### src/rtl/icache_fetcher.sv
// Instruction fetch stage with a small direct-mapped cache. Each line holds one
// instruction. Misses go out on the shared program-memory read channel.
module icache_fetcher #(
  parameter int PROGRAM_MEM_ADDR_BITS = 8,
  parameter int PROGRAM_MEM_DATA_BITS = 16,
  parameter int CACHE_LINES           = 8,
  parameter int COUNTER_BITS          = 16
) (
  input  logic                             clk,
  input  logic                             reset,
  input  logic [2:0]                       core_state,
  input  logic [PROGRAM_MEM_ADDR_BITS-1:0] current_pc,
  input  logic                             cache_flush,
  output logic                             mem_read_valid,
  output logic [PROGRAM_MEM_ADDR_BITS-1:0] mem_read_address,
  input  logic                             mem_read_ready,
  input  logic [PROGRAM_MEM_DATA_BITS-1:0] mem_read_data,
  output logic [2:0]                       fetcher_state,
  output logic [PROGRAM_MEM_DATA_BITS-1:0] instruction,
  output logic [COUNTER_BITS-1:0]          hit_count,
  output logic [COUNTER_BITS-1:0]          miss_count
);
  localparam int IDX_BITS = $clog2(CACHE_LINES);
  localparam int TAG_BITS = PROGRAM_MEM_ADDR_BITS - IDX_BITS;

  localparam logic [2:0] CORE_FETCH  = 3'b001;
  localparam logic [2:0] CORE_DECODE = 3'b010;

  typedef enum logic [2:0] {
    S_IDLE     = 3'b000,
    S_FETCHING = 3'b001,
    S_FETCHED  = 3'b010,
    S_LOOKUP   = 3'b011
  } state_t;

  state_t                             r_state;
  logic [PROGRAM_MEM_ADDR_BITS-1:0]   r_pc;
  logic                               r_req;
  logic [PROGRAM_MEM_ADDR_BITS-1:0]   r_addr;
  logic [PROGRAM_MEM_DATA_BITS-1:0]   r_instr;
  logic [COUNTER_BITS-1:0]            r_hits;
  logic [COUNTER_BITS-1:0]            r_misses;
  logic [CACHE_LINES-1:0]             r_valid;
  logic [TAG_BITS-1:0]                r_tag  [CACHE_LINES];
  logic [PROGRAM_MEM_DATA_BITS-1:0]   r_data [CACHE_LINES];

  logic [IDX_BITS-1:0] w_idx;
  logic [TAG_BITS-1:0] w_tag;
  logic                w_hit;
  logic                w_fill;

  // Index/tag always come from the latched PC; current_pc is only sampled in IDLE.
  assign w_idx  = r_pc[IDX_BITS-1:0];
  assign w_tag  = r_pc[PROGRAM_MEM_ADDR_BITS-1:IDX_BITS];
  assign w_hit  = r_valid[w_idx] && (r_tag[w_idx] == w_tag);
  assign w_fill = (r_state == S_FETCHING) && mem_read_ready;

  assign fetcher_state    = r_state;
  assign mem_read_valid   = r_req;
  assign mem_read_address = r_addr;
  assign instruction      = r_instr;
  assign hit_count        = r_hits;
  assign miss_count       = r_misses;

  // Fetch FSM, request channel, statistics and line valid bits.
  always_ff @(posedge clk) begin
    if (reset) begin
      r_state  <= S_IDLE;
      r_pc     <= '0;
      r_req    <= 1'b0;
      r_addr   <= '0;
      r_instr  <= '0;
      r_hits   <= '0;
      r_misses <= '0;
      r_valid  <= '0;
    end else begin
      case (r_state)
        S_IDLE: begin
          if (core_state == CORE_FETCH) begin
            r_pc    <= current_pc;
            r_state <= S_LOOKUP;
          end
        end
        S_LOOKUP: begin
          if (w_hit) begin
            r_instr <= r_data[w_idx];
            if (r_hits != '1) r_hits <= r_hits + COUNTER_BITS'(1);
            r_state <= S_FETCHED;
          end else begin
            r_req   <= 1'b1;
            r_addr  <= r_pc;
            if (r_misses != '1) r_misses <= r_misses + COUNTER_BITS'(1);
            r_state <= S_FETCHING;
          end
        end
        S_FETCHING: begin
          if (mem_read_ready) begin
            r_req          <= 1'b0;
            r_instr        <= mem_read_data;
            r_valid[w_idx] <= 1'b1;
            r_state        <= S_FETCHED;
          end
        end
        S_FETCHED: begin
          if (core_state == CORE_DECODE) r_state <= S_IDLE;
        end
        default: r_state <= S_IDLE;
      endcase
      // Flush wins over a same-cycle fill: the line stays invalid.
      if (cache_flush) r_valid <= '0;
    end
  end

  // Tag/data arrays are written on every fill; valid bits alone gate their use.
  always_ff @(posedge clk) begin
    if (!reset && w_fill) begin
      r_tag[w_idx]  <= w_tag;
      r_data[w_idx] <= mem_read_data;
    end
  end
endmodule

### config.mk
export PLATFORM = sky130hd
export DESIGN_NAME = icache_fetcher
export DESIGN_NICKNAME = d
export VERILOG_FILES = /design/src/rtl/icache_fetcher.sv
export SDC_FILE = /design/constraint.sdc
export NUM_CORES = 1
export LEC_CHECK = 0
export BUFFER_PORTS_ARGS = -buffer_cell sky130_fd_sc_hd__buf_2
export CELL_PAD_IN_SITES_DETAIL_PLACEMENT = 0
export CELL_PAD_IN_SITES_GLOBAL_PLACEMENT = 2
export CORE_UTILIZATION = 42
export CTS_CLUSTER_SIZE = 28
export DETAILED_ROUTE_END_ITERATION = 6
export PLACE_DENSITY_LB_ADDON = 0.3
export SYNTH_ARGS = -nofsm -noshare
export SYNTH_HDL_FRONTEND = slang
export SYNTH_SLANG_ARGS = --single-unit
export TNS_END_PERCENT = 30
### constraint.sdc
create_clock -name clk -period 4.03 [get_ports clk]
set_input_delay 0.403 -clock clk [delete_from_list [all_inputs] [get_ports clk]]
set_output_delay 0.403 -clock clk [all_outputs]
set_load 0.01 [all_outputs]
# Word level (Yosys, flattened, before mapping)
# Memory sizes are Yosys's and may differ from the RTL's. A register that Yosys moved wholly into a read port is not among the register bits.
# Index checks and enable logic that the tools add are counted.
[word_totals] regBits=76 latch_bits=0 ram_bits=168 rom_bits=0 in_bits=31 n_memories=2
[mem_list] name="r_data" depth=8 width=16 read_ports=1 rd_ports_with_merged_regs=1 write_ports=1 line_no="45" rtl="logic [PROGRAM_MEM_DATA_BITS-1:0] r_data [CACHE_LINES];"
[mem_list] name="r_tag" depth=8 width=5 read_ports=1 rd_ports_with_merged_regs=1 write_ports=1 line_no="44" rtl="logic [TAG_BITS-1:0] r_tag [CACHE_LINES];"
[op_classes] n_addsub=2 multipliers=0 n_div=0 order_cmp=2 n_eq_ne=13 n_shift=0 mux=21 bitwise_logic=2 n_reduce_logical=16
[op_table] cell="$add 16x1->16 const B" n=2
[op_table] cell="$mux 16" n=2
[op_table] cell="$ne 16x16->1 const B" n=2
[op_table] cell="$pmux 16 s2" n=1
[op_table] cell="$mux 3" n=7
[op_table] cell="$reduce_and 3->1" n=5
[op_table] cell="$pmux 3 s4" n=1
[op_table] cell="$ne 2x2->1 const B" n=5
[op_table] cell="$eq 3x2->1 const B" n=3
[op_table] cell="$or 8x8->8" n=1
[op_table] cell="$eq 3x1->1 const B" n=2
[op_table] cell="$mux 1" n=6
[op_table] cell="$reduce_and 2->1" n=3
[op_table] cell="$eq 5x5->1" n=1
[op_table] cell="$logic_and 1x1->1" n=4
[op_table] cell="$lt 3x4->1 const B" n=1
[op_table] cell="$bmux 1 s3" n=1
[op_table] cell="$demux 1 s3" n=1
[op_table] cell="$ge 3x1->1 const B" n=1
[op_table] cell="$logic_not 3->1" n=1
[op_table] cell="$mux 2" n=1
[op_table] cell="$pmux 1 s2" n=1
[op_table] cell="$reduce_bool 2->1" n=1
[op_table] cell="$reduce_or 2->1" n=1
[op_table] cell="other kinds (2)" n=2

# Longest topological paths before layout
# Gate-level depths: netlist (run 1).
[depth] depth_word=5 ltp_mapped=11 mapped_depth_nobuf=7

# Least setup slack after synthesis (run 1)
# No wires, ideal clock.
[synth_timing] path_kind="register -> register" startpoint="register r_state[0], in the netlist fetcher_state[0]" endpoint="memory r_data[0][0], enable pin" arrival_ps=2717 slack_ps=888 path_stages_with_launch=6 n_path_buf=1 synth_period_minus_slack_ps=3142 cell_sequence="dfxtp_1 nor2b_1 clkbuf_1 nand2_1 or3_1 nor3_1"
[synth_between] elab_chain_len=5
[synth_rtl] element="from (decl)" line_no="36" rtl="state_t r_state;"
[synth_rtl] element="from (signal assigned)" line_no="68" rtl="r_state <= S_IDLE;"
[synth_rtl] element="from (signal assigned)" line_no="81" rtl="r_state <= S_LOOKUP;"
[synth_rtl] element="from (signal assigned)" line_no="88" rtl="r_state <= S_FETCHED;"
[synth_rtl] element="$eq 3x1->1" line_no="56" rtl="assign w_fill = (r_state == S_FETCHING) && mem_read_ready;"
[synth_rtl] element="$logic_and 1x1->1" line_no="56"
[synth_rtl] element="$logic_and 1x1->1" line_no="116" rtl="if (!reset && w_fill) begin"
[synth_rtl] element="$mux 1" line_no="116"
[synth_rtl] element="$mux 1 (not written as such)" line_no="118" rtl="r_data[w_idx] <= mem_read_data;"
[synth_rtl] element="to (decl)" line_no="45"
# Every way passes these cells.

==> flow_summary.html, run 1 <==
<table>
<tr><th>Metric</th><th>Value</th></tr>
<tr><th colspan="2">Run status</th></tr>
<tr><td>Run status</td><td>completed</td></tr>
<tr><th colspan="2">Run</th></tr>
<tr><td>Count of max-cap constraint violations</td><td>0</td></tr>
<tr><th colspan="2">Die</th></tr>
<tr><td>Area of the core</td><td>23500 um2</td></tr>
<tr><td>Chip width</td><td>157 um</td></tr>
<tr><td>Area of the die</td><td>24700 um2</td></tr>
<tr><td>Top-level I/O count</td><td>91</td></tr>
<tr><td>Die Ht</td><td>157 um</td></tr>
<tr><td>Number of placement rows</td><td>56</td></tr>
<tr><td>Starting density of the core</td><td>0.429</td></tr>
<tr><th colspan="2">Place</th></tr>
<tr><td>Post-Place Worst Slack</td><td>0.913 ns</td></tr>
<tr><td>HPWL Detailed</td><td>13200 um</td></tr>
<tr><td>I/O Buffers</td><td>89</td></tr>
<tr><td>GP Congestion</td><td>0.743</td></tr>
<tr><th colspan="2">Setup path</th></tr>
<tr><td>Worst path buffer plus inverter count</td><td>0</td></tr>
<tr><td>Crit path kind</td><td>reg2reg</td></tr>
<tr><td>Biggest fanout along the worst timing path</td><td>24</td></tr>
<tr><td>Element type at the critical path end</td><td>flop</td></tr>
<tr><td>Data arrival at the endpoint of the critical path</td><td>3.47 ns</td></tr>
<tr><td>Critical Path Source Type</td><td>flop</td></tr>
<tr><td>CP peak stage delay</td><td>0.78 ns</td></tr>
<tr><td>Family with the most delay on the worst path</td><td>multiplexers</td></tr>
<tr><td>Required time of the worst setup path</td><td>4.43 ns</td></tr>
<tr><td>Critical-path cell list</td><td>mux2i_1 -&gt; mux4_2 -&gt; xor2_1 -&gt; nand4_2 -&gt; o21ai_2 -&gt; nor4_2 -&gt; mux2_1</td></tr>
<tr><td>Standard cell with the maximum stage delay on the critical path</td><td>sky130_fd_sc_hd__o21ai_2</td></tr>
<tr><th colspan="2">Synthesis</th></tr>
<tr><td>Number of flops mapped to enable cells by yosys</td><td>168</td></tr>
<tr><td>Xor and xnor fraction of the mapped netlist area</td><td>0.0116</td></tr>
<tr><td>Leading cell type by number of instances after synthesis</td><td>sky130_fd_sc_hd__edfxtp_1</td></tr>
<tr><td>Syn Inst Count</td><td>697</td></tr>
<tr><td>Post-synthesis sequential element count</td><td>246</td></tr>
<tr><td>Proportion of synthesized chip area in sequential cells</td><td>0.654</td></tr>
<tr><td>Ys flop type</td><td>sky130_fd_sc_hd__edfxtp_1</td></tr>
<tr><td>Share of cell area taken by muxes after synthesis</td><td>0.161</td></tr>
<tr><td>Syn. warnings</td><td>0</td></tr>
<tr><td>Synth async-reset ratio</td><td>0</td></tr>
<tr><td>Synthesized net count</td><td>730</td></tr>
<tr><td>Most area-consuming cells after synthesis</td><td>sky130_fd_sc_hd__edfxtp_1, sky130_fd_sc_hd__dfxtp_1, sky130_fd_sc_hd__mux4_2</td></tr>
<tr><td>Simple-gate share of the synthesized area</td><td>0.106</td></tr>
<tr><td>Yosys top cell by area</td><td>sky130_fd_sc_hd__edfxtp_1</td></tr>
<tr><td>Most used standard cells in the synthesized netlist</td><td>sky130_fd_sc_hd__edfxtp_1, sky130_fd_sc_hd__dfxtp_1, sky130_fd_sc_hd__nor2_1</td></tr>
<tr><td>Cell area after synthesis</td><td>10100 um2</td></tr>
<tr><td>Count of unique library cells instantiated by Yosys</td><td>52</td></tr>
<tr><td>Compound-cell area share of the yosys netlist</td><td>0.0396</td></tr>
<tr><td>Post-Synthesis Mean Instance Area</td><td>14.5 um2</td></tr>
<tr><td>Adder and majority cell fraction of the synthesized area</td><td>0.00248</td></tr>
<tr><td>Dominant combinational cell family by area after synthesis</td><td>multiplexers</td></tr>
<tr><td>Yosys top cell area share</td><td>0.499</td></tr>
<tr><th colspan="2">Clocking</th></tr>
<tr><td>Number of H-tree levels</td><td>1</td></tr>
<tr><td>Library cell used as clock root buffer</td><td>sky130_fd_sc_hd__clkbuf_16</td></tr>
<tr><td>Number of post-CTS setup repair buffers</td><td>0</td></tr>
<tr><td>Resized Gates After CTS</td><td>0</td></tr>
<tr><td>TritonCTS Buffers</td><td>26</td></tr>
<tr><td>Clock insertion delay at the later pin of the skew report</td><td>0.52 ns</td></tr>
<tr><td>Maximum buffer depth of the clock tree</td><td>3</td></tr>
<tr><td>TritonCTS Sinks</td><td>246</td></tr>
<tr><td>Hold buffers post-CTS</td><td>0</td></tr>
<tr><td>Clock tree from TritonCTS</td><td>done</td></tr>
<tr><td>Clock transition at the register clock pins on the worst setup and hold paths after CTS</td><td>0.06 ns</td></tr>
<tr><th colspan="2">Power and ir drop</th></tr>
<tr><td>Areal power density over the cells</td><td>446 nW/um2</td></tr>
<tr><td>Worst supply voltage drop on vdd</td><td>0.222 mV</td></tr>
<tr><td>Leakage power total</td><td>3.97 nW</td></tr>
<tr><th colspan="2">STA</th></tr>
<tr><td>Final Skew</td><td>0.0111 ns</td></tr>
<tr><td>Worst slew pin tran</td><td>0.942 ns</td></tr>
<tr><td>Unrepaired setup endpoints after global routing</td><td>no</td></tr>
<tr><td>Worst Slack Setup Final</td><td>0.966 ns</td></tr>
<tr><td>Final hold viol count</td><td>0</td></tr>
<tr><td>Maximum frequency from static timing analysis</td><td>326 MHz</td></tr>
<tr><td>Summed negative setup slack over all endpoints</td><td>0 ns</td></tr>
<tr><td>Rel. slew slack</td><td>0.372</td></tr>
<tr><td>Min cycle time layout</td><td>3.06 ns</td></tr>
<tr><td>Finish-stage setup viols</td><td>0</td></tr>
<tr><td>Final cycle utilization of the critical path</td><td>0.760</td></tr>
<tr><td>Final max-slew violation count</td><td>0</td></tr>
<tr><th colspan="2">Finish</th></tr>
<tr><td>Area added between synthesis and finish</td><td>15.9%</td></tr>
<tr><td>Post-layout net count</td><td>821</td></tr>
<tr><td>Number of fillers in the final layout</td><td>2043</td></tr>
<tr><td>Ratio of cells with drive above 1 in the final layout</td><td>0.265</td></tr>
<tr><th colspan="2">Global routing</th></tr>
<tr><td>Grt total ovfl</td><td>0</td></tr>
<tr><td>Global-route wire length before repair</td><td>33800 um</td></tr>
<tr><td>Initial antenna violation count</td><td>1</td></tr>
<tr><td>Global Route Usage Sum</td><td>0.180</td></tr>
<tr><td>Vias in the first global route</td><td>6104</td></tr>
<tr><td>Pin count of the biggest net entering global routing</td><td>68</td></tr>
<tr><th colspan="2">Detailed routing</th></tr>
<tr><td>Remaining DRCs</td><td>0</td></tr>
<tr><td>Drt first pass iters</td><td>4</td></tr>
<tr><td>Detailed-route via count</td><td>5999</td></tr>
<tr><td>Avg WL per Cell</td><td>19.1 um</td></tr>
<tr><td>Final WL</td><td>21600 um</td></tr>
<tr><td>Antenna-violating nets left</td><td>0</td></tr>
<tr><td>DRC violation total after the first TritonRoute iteration</td><td>402</td></tr>
<tr><td>Via/cell ratio</td><td>5.32</td></tr>
<tr><th colspan="2">Worst hold path</th></tr>
<tr><td>Path class of the lowest-slack min-delay path</td><td>in2reg</td></tr>
</table>
-- layer usage --
layer / track usage / vias to the layer above / routed length (um)
li1: - / 2822 / -
met1: 0.245 / 3039 / 9850
met2: 0.303 / 113 / 10600
met3: 0.0264 / 25 / 813
met4: 0.0462 / 0 / 351
met5: 0 / - / 0
-- cell type report --
cell class	instances	area [um2]	share of cell area
Sequential cell	246	6610	0.564
Clock inverter	11	100	0.00855
Inverter	5	18.8	0.00160
Multi-Input combinational cell	403	3260	0.279
Clock buffer	37	743	0.0635
Tap cell	319	399	0.0341
Timing Repair Buffer	106	573	0.0489
Antenna cell	1	2.50	0.000214
-- final timing paths --
kind	from	endpoint	slack (ns)	cells after the start
max reg2reg	flop	miss_count[14]$_SDFFE_PP0P_	0.97	7
min reg2reg	mem_read_valid$_SDFFE_PP0P_	mem_read_valid$_SDFFE_PP0P_	0.45	2
max	flop	miss_count[14]$_SDFFE_PP0P_	0.97	7
min	current_pc[6]	r_pc[6]$_SDFFE_PP0P_	0.12	3
-- registers in the layout, summed over array words and instances (netlist names), named ones only --
| signal | count |
|---|---|
| r_data | 128 |
| instruction | 16 |
| mem_read_address | 8 |
| miss_count | 16 |
| r_pc | 8 |
| hit_count | 16 |
| fetcher_state | 2 |
| r_tag | 40 |
| mem_read_valid | 1 |
| r_valid | 8 |
-- report_power, final --
group          switching (W)  total [W]  internal (W)
Clock               0.000937    0.00234       0.00141
Sequential         0.0000189    0.00272       0.00270
Combinational      0.0000986   0.000166     0.0000676
-- logic make-up after synthesis --
| logic type | count (synthesis) |
|---|---|
| compound gates | 68 |
| xor+xnor | 10 |
| simple gates | 210 |
| flops | 246 |
| fa+ha+maj | 2 |
| other cells | 1 |
| mux | 112 |
| buf+inv | 48 |
-- worst min-delay path: cells and delay by family --
family | cells | cell delay [ns]
multiplexers | 1 | 0.05
AND/OR/NAND/NOR | 1 | 0.07
buffers and inverters | 1 | 0.08
-- placed cells by master (no fill, tap or decap), types with 9 or more instances in the layout --
master	instances
sky130_fd_sc_hd__edfxtp_1	168
sky130_fd_sc_hd__buf_2	89
sky130_fd_sc_hd__dfxtp_1	76
sky130_fd_sc_hd__nor2_1	65
sky130_fd_sc_hd__mux2i_1	61
sky130_fd_sc_hd__nand2_1	44
sky130_fd_sc_hd__mux4_2	39
sky130_fd_sc_hd__a21oi_1	27
sky130_fd_sc_hd__clkbuf_16	27
sky130_fd_sc_hd__o21ai_0	20
sky130_fd_sc_hd__nand3_1	20
sky130_fd_sc_hd__buf_4	17
sky130_fd_sc_hd__nor2b_1	14
sky130_fd_sc_hd__mux2_2	9
sky130_fd_sc_hd__or4_1	9
-- per-stage QoR --
step	hold WS [ns]	total power (W)	std cells	cell area, um2	utilization
after global placement	0.443	0.00294	1079	10900	0.461
after floorplan	0.431	0.00288	697	10100	-
final	0.121	0.00523	1128	11700	0.497
after detailed placement	0.448	0.00294	1079	10900	0.461
after CTS	0.107	0.00528	1127	11700	0.497
after global routing	0.116	0.00540	1127	11700	0.497
No activity file was read; power rests on OpenSTA's default activity.
==> inputs of run 2 (changes only) <==
==> constraint.sdc (replaced) <==
create_clock -name clk -period 3 [get_ports clk]
set_input_delay 0.3 -clock clk [delete_from_list [all_inputs] [get_ports clk]]
set_output_delay 0.3 -clock clk [all_outputs]
set_load 0.01 [all_outputs]
==> run 2 against run 1 <==
Effect of this change:
- count of clock-buffer cells in the layout decreased by 2
- largest power group unchanged
- sequential power grew 34%
- hold slack worse by 0.10 ns
- critical path type unchanged
- critical endpoint is now hit_count[8]$_SDFFE_PP0P_
- critical path depth increased by 1
==> flow_summary.html, run 2 (synthesis gave the netlist of run 1 again) <==
<table>
<tr><th>Metric</th><th>Value</th></tr>
<tr><th colspan="2">Clocking</th></tr>
<tr><td>Clock transition at the register clock pins on the worst setup and hold paths after CTS</td><td>0.06 ns</td></tr>
<tr><td>Library cell used as clock root buffer</td><td>sky130_fd_sc_hd__clkbuf_16</td></tr>
<tr><td>TritonCTS Sinks</td><td>246</td></tr>
<tr><td>Resized Gates After CTS</td><td>0</td></tr>
<tr><td>TritonCTS Buffers</td><td>26</td></tr>
<tr><td>Maximum buffer depth of the clock tree</td><td>3</td></tr>
<tr><td>Clock insertion delay at the later pin of the skew report</td><td>0.52 ns</td></tr>
<tr><td>Clock tree from TritonCTS</td><td>done</td></tr>
<tr><td>Number of post-CTS setup repair buffers</td><td>0</td></tr>
<tr><td>Hold buffers post-CTS</td><td>0</td></tr>
<tr><td>Number of H-tree levels</td><td>1</td></tr>
<tr><th colspan="2">Setup path</th></tr>
<tr><td>Biggest fanout along the worst timing path</td><td>22</td></tr>
<tr><td>Worst Reg2Reg Path Length in Cells</td><td>8</td></tr>
<tr><td>Required time of the worst setup path</td><td>3.44 ns</td></tr>
<tr><td>Internal reg-to-reg setup slack</td><td>0.21 ns</td></tr>
<tr><td>Standard cell with the maximum stage delay on the critical path</td><td>sky130_fd_sc_hd__or4_1</td></tr>
<tr><td>Stages on the worst setup path</td><td>8</td></tr>
<tr><td>Worst path buffer plus inverter count</td><td>1</td></tr>
<tr><td>Element type at the critical path end</td><td>flop</td></tr>
<tr><td>CP peak stage delay</td><td>0.54 ns</td></tr>
<tr><td>Critical-path cell list</td><td>buf_12 -&gt; mux2i_1 -&gt; mux4_2 -&gt; xor2_2 -&gt; nand4_2 -&gt; or2_4 -&gt; or4_1 -&gt; a21oi_1</td></tr>
<tr><td>Family with the most delay on the worst path</td><td>simple AND/OR/NAND/NOR gates</td></tr>
<tr><td>Data arrival at the endpoint of the critical path</td><td>3.23 ns</td></tr>
<tr><td>Critical Path Source Type</td><td>flop</td></tr>
<tr><td>Crit path kind</td><td>reg2reg</td></tr>
<tr><th colspan="2">Place</th></tr>
<tr><td>HPWL Detailed</td><td>13700 um</td></tr>
<tr><td>I/O Buffers</td><td>89</td></tr>
<tr><td>GP Congestion</td><td>0.765</td></tr>
<tr><td>Area post-placement</td><td>11000 um2</td></tr>
<tr><th colspan="2">Detailed routing</th></tr>
<tr><td>Avg WL per Cell</td><td>19.3 um</td></tr>
<tr><td>Remaining DRCs</td><td>0</td></tr>
<tr><td>Final WL</td><td>22000 um</td></tr>
<tr><td>Drt first pass iters</td><td>4</td></tr>
<tr><td>Detailed-route via count</td><td>6083</td></tr>
<tr><td>Via/cell ratio</td><td>5.35</td></tr>
<tr><td>Antenna-violating nets left</td><td>0</td></tr>
<tr><td>DRC violation total after the first TritonRoute iteration</td><td>341</td></tr>
<tr><th colspan="2">Power and ir drop</th></tr>
<tr><td>Overall power</td><td>0.00702 W</td></tr>
<tr><td>Worst supply voltage drop on vdd</td><td>0.354 mV</td></tr>
<tr><td>Leakage power total</td><td>4.02 nW</td></tr>
<tr><td>Areal power density over the cells</td><td>594 nW/um2</td></tr>
<tr><th colspan="2">Global routing</th></tr>
<tr><td>Vias in the first global route</td><td>6200</td></tr>
<tr><td>Grt total ovfl</td><td>0</td></tr>
<tr><td>Global Route Usage Sum</td><td>0.183</td></tr>
<tr><td>Pin count of the biggest net entering global routing</td><td>67</td></tr>
<tr><td>Initial antenna violation count</td><td>0</td></tr>
<tr><td>Global-route wire length before repair</td><td>34400 um</td></tr>
<tr><th colspan="2">Die</th></tr>
<tr><td>Top-level I/O count</td><td>91</td></tr>
<tr><td>Starting density of the core</td><td>0.429</td></tr>
<tr><td>Area of the core</td><td>23500 um2</td></tr>
<tr><td>Area of the die</td><td>24700 um2</td></tr>
<tr><td>Chip width</td><td>157 um</td></tr>
<tr><td>Die Ht</td><td>157 um</td></tr>
<tr><td>Number of placement rows</td><td>56</td></tr>
<tr><th colspan="2">Finish</th></tr>
<tr><td>Area added between synthesis and finish</td><td>17.0%</td></tr>
<tr><td>Largest registers</td><td>r_data (128), r_tag (40)</td></tr>
<tr><td>Post-layout utilization of the core</td><td>0.502</td></tr>
<tr><td>Post-Layout Inst Area</td><td>11800 um2</td></tr>
<tr><td>Area of the multi-input gates</td><td>3280 um2</td></tr>
<tr><td>Most used cells in the layout excluding fill and tap cells</td><td>sky130_fd_sc_hd__edfxtp_1, sky130_fd_sc_hd__buf_2, sky130_fd_sc_hd__dfxtp_1, sky130_fd_sc_hd__mux2i_1, sky130_fd_sc_hd__nor2_1</td></tr>
<tr><td>Post-layout net count</td><td>831</td></tr>
<tr><td>Commonest non-fill, non-tap cell in the layout</td><td>sky130_fd_sc_hd__edfxtp_1</td></tr>
<tr><td>Largest register by flop count</td><td>r_data</td></tr>
<tr><td>Number of fillers in the final layout</td><td>2057</td></tr>
<tr><td>Ratio of cells with drive above 1 in the final layout</td><td>0.278</td></tr>
<tr><td>Ant. Diodes</td><td>0</td></tr>
<tr><td>Flip-flop count of the largest register after layout</td><td>128</td></tr>
<tr><td>Register area</td><td>6610 um2</td></tr>
<tr><th colspan="2">STA</th></tr>
<tr><td>Final Skew</td><td>0.0112 ns</td></tr>
<tr><td>Worst slew pin tran</td><td>0.746 ns</td></tr>
<tr><td>Min cycle time layout</td><td>2.79 ns</td></tr>
<tr><td>Final cycle utilization of the critical path</td><td>0.930</td></tr>
<tr><td>Finish-stage setup viols</td><td>0</td></tr>
<tr><td>Final hold viol count</td><td>0</td></tr>
<tr><td>Final max-slew violation count</td><td>0</td></tr>
<tr><td>Rel. slew slack</td><td>0.503</td></tr>
<tr><td>Maximum frequency from static timing analysis</td><td>359 MHz</td></tr>
<tr><td>Unrepaired setup endpoints after global routing</td><td>no</td></tr>
<tr><th colspan="2">Run</th></tr>
<tr><td>Count of max-cap constraint violations</td><td>0</td></tr>
<tr><th colspan="2">Worst hold path</th></tr>
<tr><td>Path class of the lowest-slack min-delay path</td><td>in2reg</td></tr>
<tr><td>Cell count of the worst hold path</td><td>3</td></tr>
<tr><th colspan="2">Run status</th></tr>
<tr><td>Run status</td><td>completed</td></tr>
</table>
## run 2: worst register-to-register path, delay by kind of cell, from the launching register on
family | cells | cell delay, ns
XOR/XNOR | 1 | 0.20
buffers and inverters | 1 | 0.17
AND/OR/NAND/NOR | 3 | 1.22
multiplexers | 2 | 0.58
flip-flops | 1 | 0.39
AO/OA/AOI/OAI | 1 | 0.15
## run 2: path summary, 6_finish.rpt
| kind | start | end |
|---|---|---|
| worst max-delay path | flop | hit_count[8]$_SDFFE_PP0P_ |
| worst min-delay path | current_pc[3] | r_pc[3]$_SDFFE_PP0P_ |
| worst max register to register | flop | hit_count[8]$_SDFFE_PP0P_ |
| worst min register to register | mem_read_address[7]$_SDFFE_PP0P_ | mem_read_address[7]$_SDFFE_PP0P_ |
## run 2: final cells by class
cell class	count	area share
Tap cell	319	0.0338
Sequential cell	246	0.559
Clock buffer	35	0.0587
Multi-Input combinational cell	403	0.277
Clock inverter	13	0.0122
Timing Repair Buffer	116	0.0569
Inverter	5	0.00159
## run 2: stage by stage
stage	setup slack, ns	std cells	hold slack [ns]	TNS [ns]
floorplan	-0.0222	697	0.399	-0.466
CTS	0.104	1137	0.00274	0
global route	0.0439	1137	0.0274	0
global placement	0.218	1089	0.443	0
finish	0.211	1137	0.0183	0
detailed placement	0.108	1089	0.448	0
## run 2: layer usage
metal / track usage / up-vias / share of wire / routed length [um]
li1: - / 2848 / - / -
met1: 0.248 / 3083 / 0.45 / 9850
met2: 0.316 / 120 / 0.49 / 10900
met3: 0.0234 / 32 / 0.042 / 913
met4: 0.0421 / 0 / 0.017 / 371
met5: 0 / - / 0 / 0
## run 2: power breakdown
| group | switching (W) | internal, W |
|---|---|---|
| Clock | 0.00126 | 0.00188 |
| Combinational | 0.000137 | 0.0000957 |
| Sequential | 0.0000221 | 0.00363 |
==> inputs of run 3 (changes only) <==
--- a/config.mk
+++ b/config.mk
@@ -8,10 +8,11 @@
 export BUFFER_PORTS_ARGS = -buffer_cell sky130_fd_sc_hd__buf_2
 export CELL_PAD_IN_SITES_DETAIL_PLACEMENT = 0
 export CELL_PAD_IN_SITES_GLOBAL_PLACEMENT = 2
-export CORE_UTILIZATION = 42
+export CORE_UTILIZATION = 38
 export CTS_CLUSTER_SIZE = 28
 export DETAILED_ROUTE_END_ITERATION = 6
 export PLACE_DENSITY_LB_ADDON = 0.3
+export RECOVER_POWER = 100
 export SYNTH_ARGS = -nofsm -noshare
 export SYNTH_HDL_FRONTEND = slang
 export SYNTH_SLANG_ARGS = --single-unit
==> constraint.sdc (replaced) <==
create_clock -name clk -period 2.3 [get_ports clk]
set_input_delay 0.23 -clock clk [delete_from_list [all_inputs] [get_ports clk]]
set_output_delay 0.23 -clock clk [all_outputs]
set_load 0.01 [all_outputs]
==> run 3 against run 2 <==
Effect of this change:
- the run now ends with setup timing left
- design area up 7.3%
- total power up 36%
- global-route usage down 1.1 points
- critical path type unchanged
- combinational power grew 67%
- cell count increased by 6.5%
- critical path depth is the same
- register-to-register slack got worse by 0.45 ns
- sequential cell count unchanged
- non-clock buffer count rose by 57
- sequential share of layout area shrank 3.8 points
- die area grew 10%
- sequential power is 30% higher
==> flow_summary.html, run 3 (synthesis gave the netlist of run 1 again) <==
<table>
<tr><th>Metric</th><th>Value</th></tr>
<tr><th colspan="2">Setup path</th></tr>
<tr><td>Crit path kind</td><td>reg2reg</td></tr>
<tr><td>Crit Reg-Reg Endpoint</td><td>hit_count[13]$_SDFFE_PP0P_</td></tr>
<tr><td>Element type at the critical path end</td><td>flop</td></tr>
<tr><td>Required time of the worst setup path</td><td>2.76 ns</td></tr>
<tr><td>Critical Path Source Type</td><td>flop</td></tr>
<tr><td>Data arrival at the endpoint of the critical path</td><td>3.00 ns</td></tr>
<tr><td>Internal reg-to-reg setup slack</td><td>-0.24 ns</td></tr>
<tr><td>Biggest fanout along the worst timing path</td><td>8</td></tr>
<tr><td>Worst Reg2Reg Path Length in Cells</td><td>8</td></tr>
<tr><th colspan="2">Die</th></tr>
<tr><td>Chip width</td><td>165 um</td></tr>
<tr><td>Top-level I/O count</td><td>91</td></tr>
<tr><td>Starting density of the core</td><td>0.388</td></tr>
<tr><td>Area of the core</td><td>26100 um2</td></tr>
<tr><td>Die Ht</td><td>165 um</td></tr>
<tr><td>Number of placement rows</td><td>59</td></tr>
<tr><td>Area of the die</td><td>27300 um2</td></tr>
<tr><th colspan="2">Detailed routing</th></tr>
<tr><td>Avg WL per Cell</td><td>19.0 um</td></tr>
<tr><td>Detailed-route via count</td><td>6241</td></tr>
<tr><td>Via/cell ratio</td><td>5.15</td></tr>
<tr><td>DRC violation total after the first TritonRoute iteration</td><td>452</td></tr>
<tr><td>Drt first pass iters</td><td>4</td></tr>
<tr><td>Antenna-violating nets left</td><td>0</td></tr>
<tr><td>Remaining DRCs</td><td>0</td></tr>
<tr><td>Final WL</td><td>23000 um</td></tr>
<tr><th colspan="2">Finish</th></tr>
<tr><td>Most used cells in the layout excluding fill and tap cells</td><td>sky130_fd_sc_hd__edfxtp_1, sky130_fd_sc_hd__clkbuf_1, sky130_fd_sc_hd__dfxtp_1, sky130_fd_sc_hd__nor2_1, sky130_fd_sc_hd__mux2i_1</td></tr>
<tr><td>Ant. Diodes</td><td>0</td></tr>
<tr><td>Area added between synthesis and finish</td><td>25.5%</td></tr>
<tr><td>Ratio of cells with drive above 1 in the final layout</td><td>0.232</td></tr>
<tr><td>Post-layout net count</td><td>889</td></tr>
<tr><td>Largest registers</td><td>r_data (128), r_tag (40)</td></tr>
<tr><td>Commonest non-fill, non-tap cell in the layout</td><td>sky130_fd_sc_hd__edfxtp_1</td></tr>
<tr><td>Largest register by flop count</td><td>r_data</td></tr>
<tr><td>Number of fillers in the final layout</td><td>2324</td></tr>
<tr><td>Flip-flop count of the largest register after layout</td><td>128</td></tr>
<tr><th colspan="2">Power and ir drop</th></tr>
<tr><td>Areal power density over the cells</td><td>756 nW/um2</td></tr>
<tr><td>Worst supply voltage drop on vdd</td><td>0.509 mV</td></tr>
<tr><td>Overall power</td><td>0.00958 W</td></tr>
<tr><td>Leakage power total</td><td>4.06 nW</td></tr>
<tr><th colspan="2">STA</th></tr>
<tr><td>Final hold viol count</td><td>0</td></tr>
<tr><td>Maximum frequency from static timing analysis</td><td>394 MHz</td></tr>
<tr><td>Worst Slack Setup Final</td><td>-0.238 ns</td></tr>
<tr><td>Finish-stage setup viols</td><td>57</td></tr>
<tr><td>Rel. slew slack</td><td>0.535</td></tr>
<tr><td>Summed negative setup slack over all endpoints</td><td>-5.81 ns</td></tr>
<tr><td>Unrepaired setup endpoints after global routing</td><td>yes</td></tr>
<tr><td>Hold slack</td><td>0.0257 ns</td></tr>
<tr><td>Worst slew pin tran</td><td>0.697 ns</td></tr>
<tr><td>Min cycle time layout</td><td>2.54 ns</td></tr>
<tr><td>Final max-slew violation count</td><td>0</td></tr>
<tr><td>Final cycle utilization of the critical path</td><td>1.10</td></tr>
<tr><td>Final Skew</td><td>0.0175 ns</td></tr>
<tr><th colspan="2">Worst hold path</th></tr>
<tr><td>Terminating pin of the worst hold path</td><td>r_pc[1]$_SDFFE_PP0P_</td></tr>
<tr><td>Cell count of the worst hold path</td><td>3</td></tr>
<tr><td>Worst hold start</td><td>current_pc[1]</td></tr>
<tr><td>Path class of the lowest-slack min-delay path</td><td>in2reg</td></tr>
<tr><th colspan="2">Global routing</th></tr>
<tr><td>Global-route wire length before repair</td><td>35600 um</td></tr>
<tr><td>Global Route Usage Sum</td><td>0.173</td></tr>
<tr><td>Grt total ovfl</td><td>0</td></tr>
<tr><td>Initial antenna violation count</td><td>0</td></tr>
<tr><td>Pin count of the biggest net entering global routing</td><td>74</td></tr>
<tr><td>Vias in the first global route</td><td>6357</td></tr>
<tr><th colspan="2">Place</th></tr>
<tr><td>HPWL Detailed</td><td>14100 um</td></tr>
<tr><td>Post-Place Worst Slack</td><td>-0.265 ns</td></tr>
<tr><td>I/O Buffers</td><td>89</td></tr>
<tr><td>GP Congestion</td><td>0.793</td></tr>
<tr><th colspan="2">Clocking</th></tr>
<tr><td>Number of H-tree levels</td><td>1</td></tr>
<tr><td>TritonCTS Sinks</td><td>246</td></tr>
<tr><td>Library cell used as clock root buffer</td><td>sky130_fd_sc_hd__clkbuf_16</td></tr>
<tr><td>TritonCTS Buffers</td><td>27</td></tr>
<tr><td>Maximum buffer depth of the clock tree</td><td>3</td></tr>
<tr><td>Clock tree from TritonCTS</td><td>done</td></tr>
<tr><td>Clock insertion delay at the later pin of the skew report</td><td>0.53 ns</td></tr>
<tr><td>Clock transition at the register clock pins on the worst setup and hold paths after CTS</td><td>0.06 ns</td></tr>
<tr><th colspan="2">Run status</th></tr>
<tr><td>Run status</td><td>finished with violations</td></tr>
<tr><td>Violated checks</td><td>setup timing</td></tr>
<tr><th colspan="2">Run</th></tr>
<tr><td>Count of max-cap constraint violations</td><td>0</td></tr>
</table>
run 3: final cells by class:
cell class / count / area, um2 / share of cell area
multi-input combinational: 403 / 3570 / 0.282
sequential: 246 / 6610 / 0.521
timing repair buffer: 173 / 1150 / 0.0906
clock buffer: 32 / 694 / 0.0548
clock inverter: 17 / 215 / 0.0170
inverter: 5 / 18.8 / 0.00148
tap: 335 / 419 / 0.0331
run 3: how the worst max path moves through the flow:
stage                             startpoint                          to  slack (ns)  cells past startpoint
2_1_floorplan  fetcher_state[0]$_SDFFE_PP0P_      r_data[4][0]$_DFFE_PP_       -0.28                      5
3_3_place_gp                            flop  hit_count[12]$_SDFFE_PP0P_       -0.21                      8
3_5_place_dp                            flop   hit_count[8]$_SDFFE_PP0P_       -0.26                      8
4_1_cts                                 flop  hit_count[13]$_SDFFE_PP0P_       -0.21                      8
5_1_grt                                 flop  hit_count[13]$_SDFFE_PP0P_       -0.30                      8
6_report                                flop  hit_count[13]$_SDFFE_PP0P_       -0.24                      8
run 3: through the flow:
stage	cell area (um2)	utilization	std cells
finish	12700	0.487	1211
global route	12700	0.487	1211
CTS	12700	0.487	1210
detailed placement	11400	0.436	1134
global placement	11400	0.436	1134
floorplan	10100	-	697
run 3: where the power goes:
part / internal [W] / total (W) / switching, W
logic: 0.000174 / 0.000389 / 0.000214
registers: 0.00473 / 0.00475 / 0.0000201
clock network: 0.00271 / 0.00444 / 0.00173
total: 0.00762 / 0.00958 / 0.00196
run 3: worst max-delay path, stage by stage (launching register included):
cell	delay, ns
sky130_fd_sc_hd__dfxtp_4	0.37
sky130_fd_sc_hd__buf_12	0.15
sky130_fd_sc_hd__mux2i_1	0.12
sky130_fd_sc_hd__mux4_2	0.54
sky130_fd_sc_hd__xor2_4	0.23
sky130_fd_sc_hd__nand4_4	0.12
sky130_fd_sc_hd__or2_4	0.31
sky130_fd_sc_hd__or4_4	0.49
sky130_fd_sc_hd__a21oi_2	0.13
run 3: per-layer routing:
layer  share of wire  track usage  vias to the layer above
met1            0.46        0.233                     3136
li1                -            -                     2957
met2            0.49        0.289                      111
met5               0            0                        -
met4           0.019       0.0492                        0
met3           0.035       0.0252                       37
run 3: timing repair:
action | CTS | global route
hold endpoints to repair | 123 | 0
gates resized for setup | 24 | 29
cloned | 1 | 0
setup buffers | 4 | 2
hold buffers | 22 | 0
setup endpoints to repair | 58 | 58
pin swaps | 13 | 16
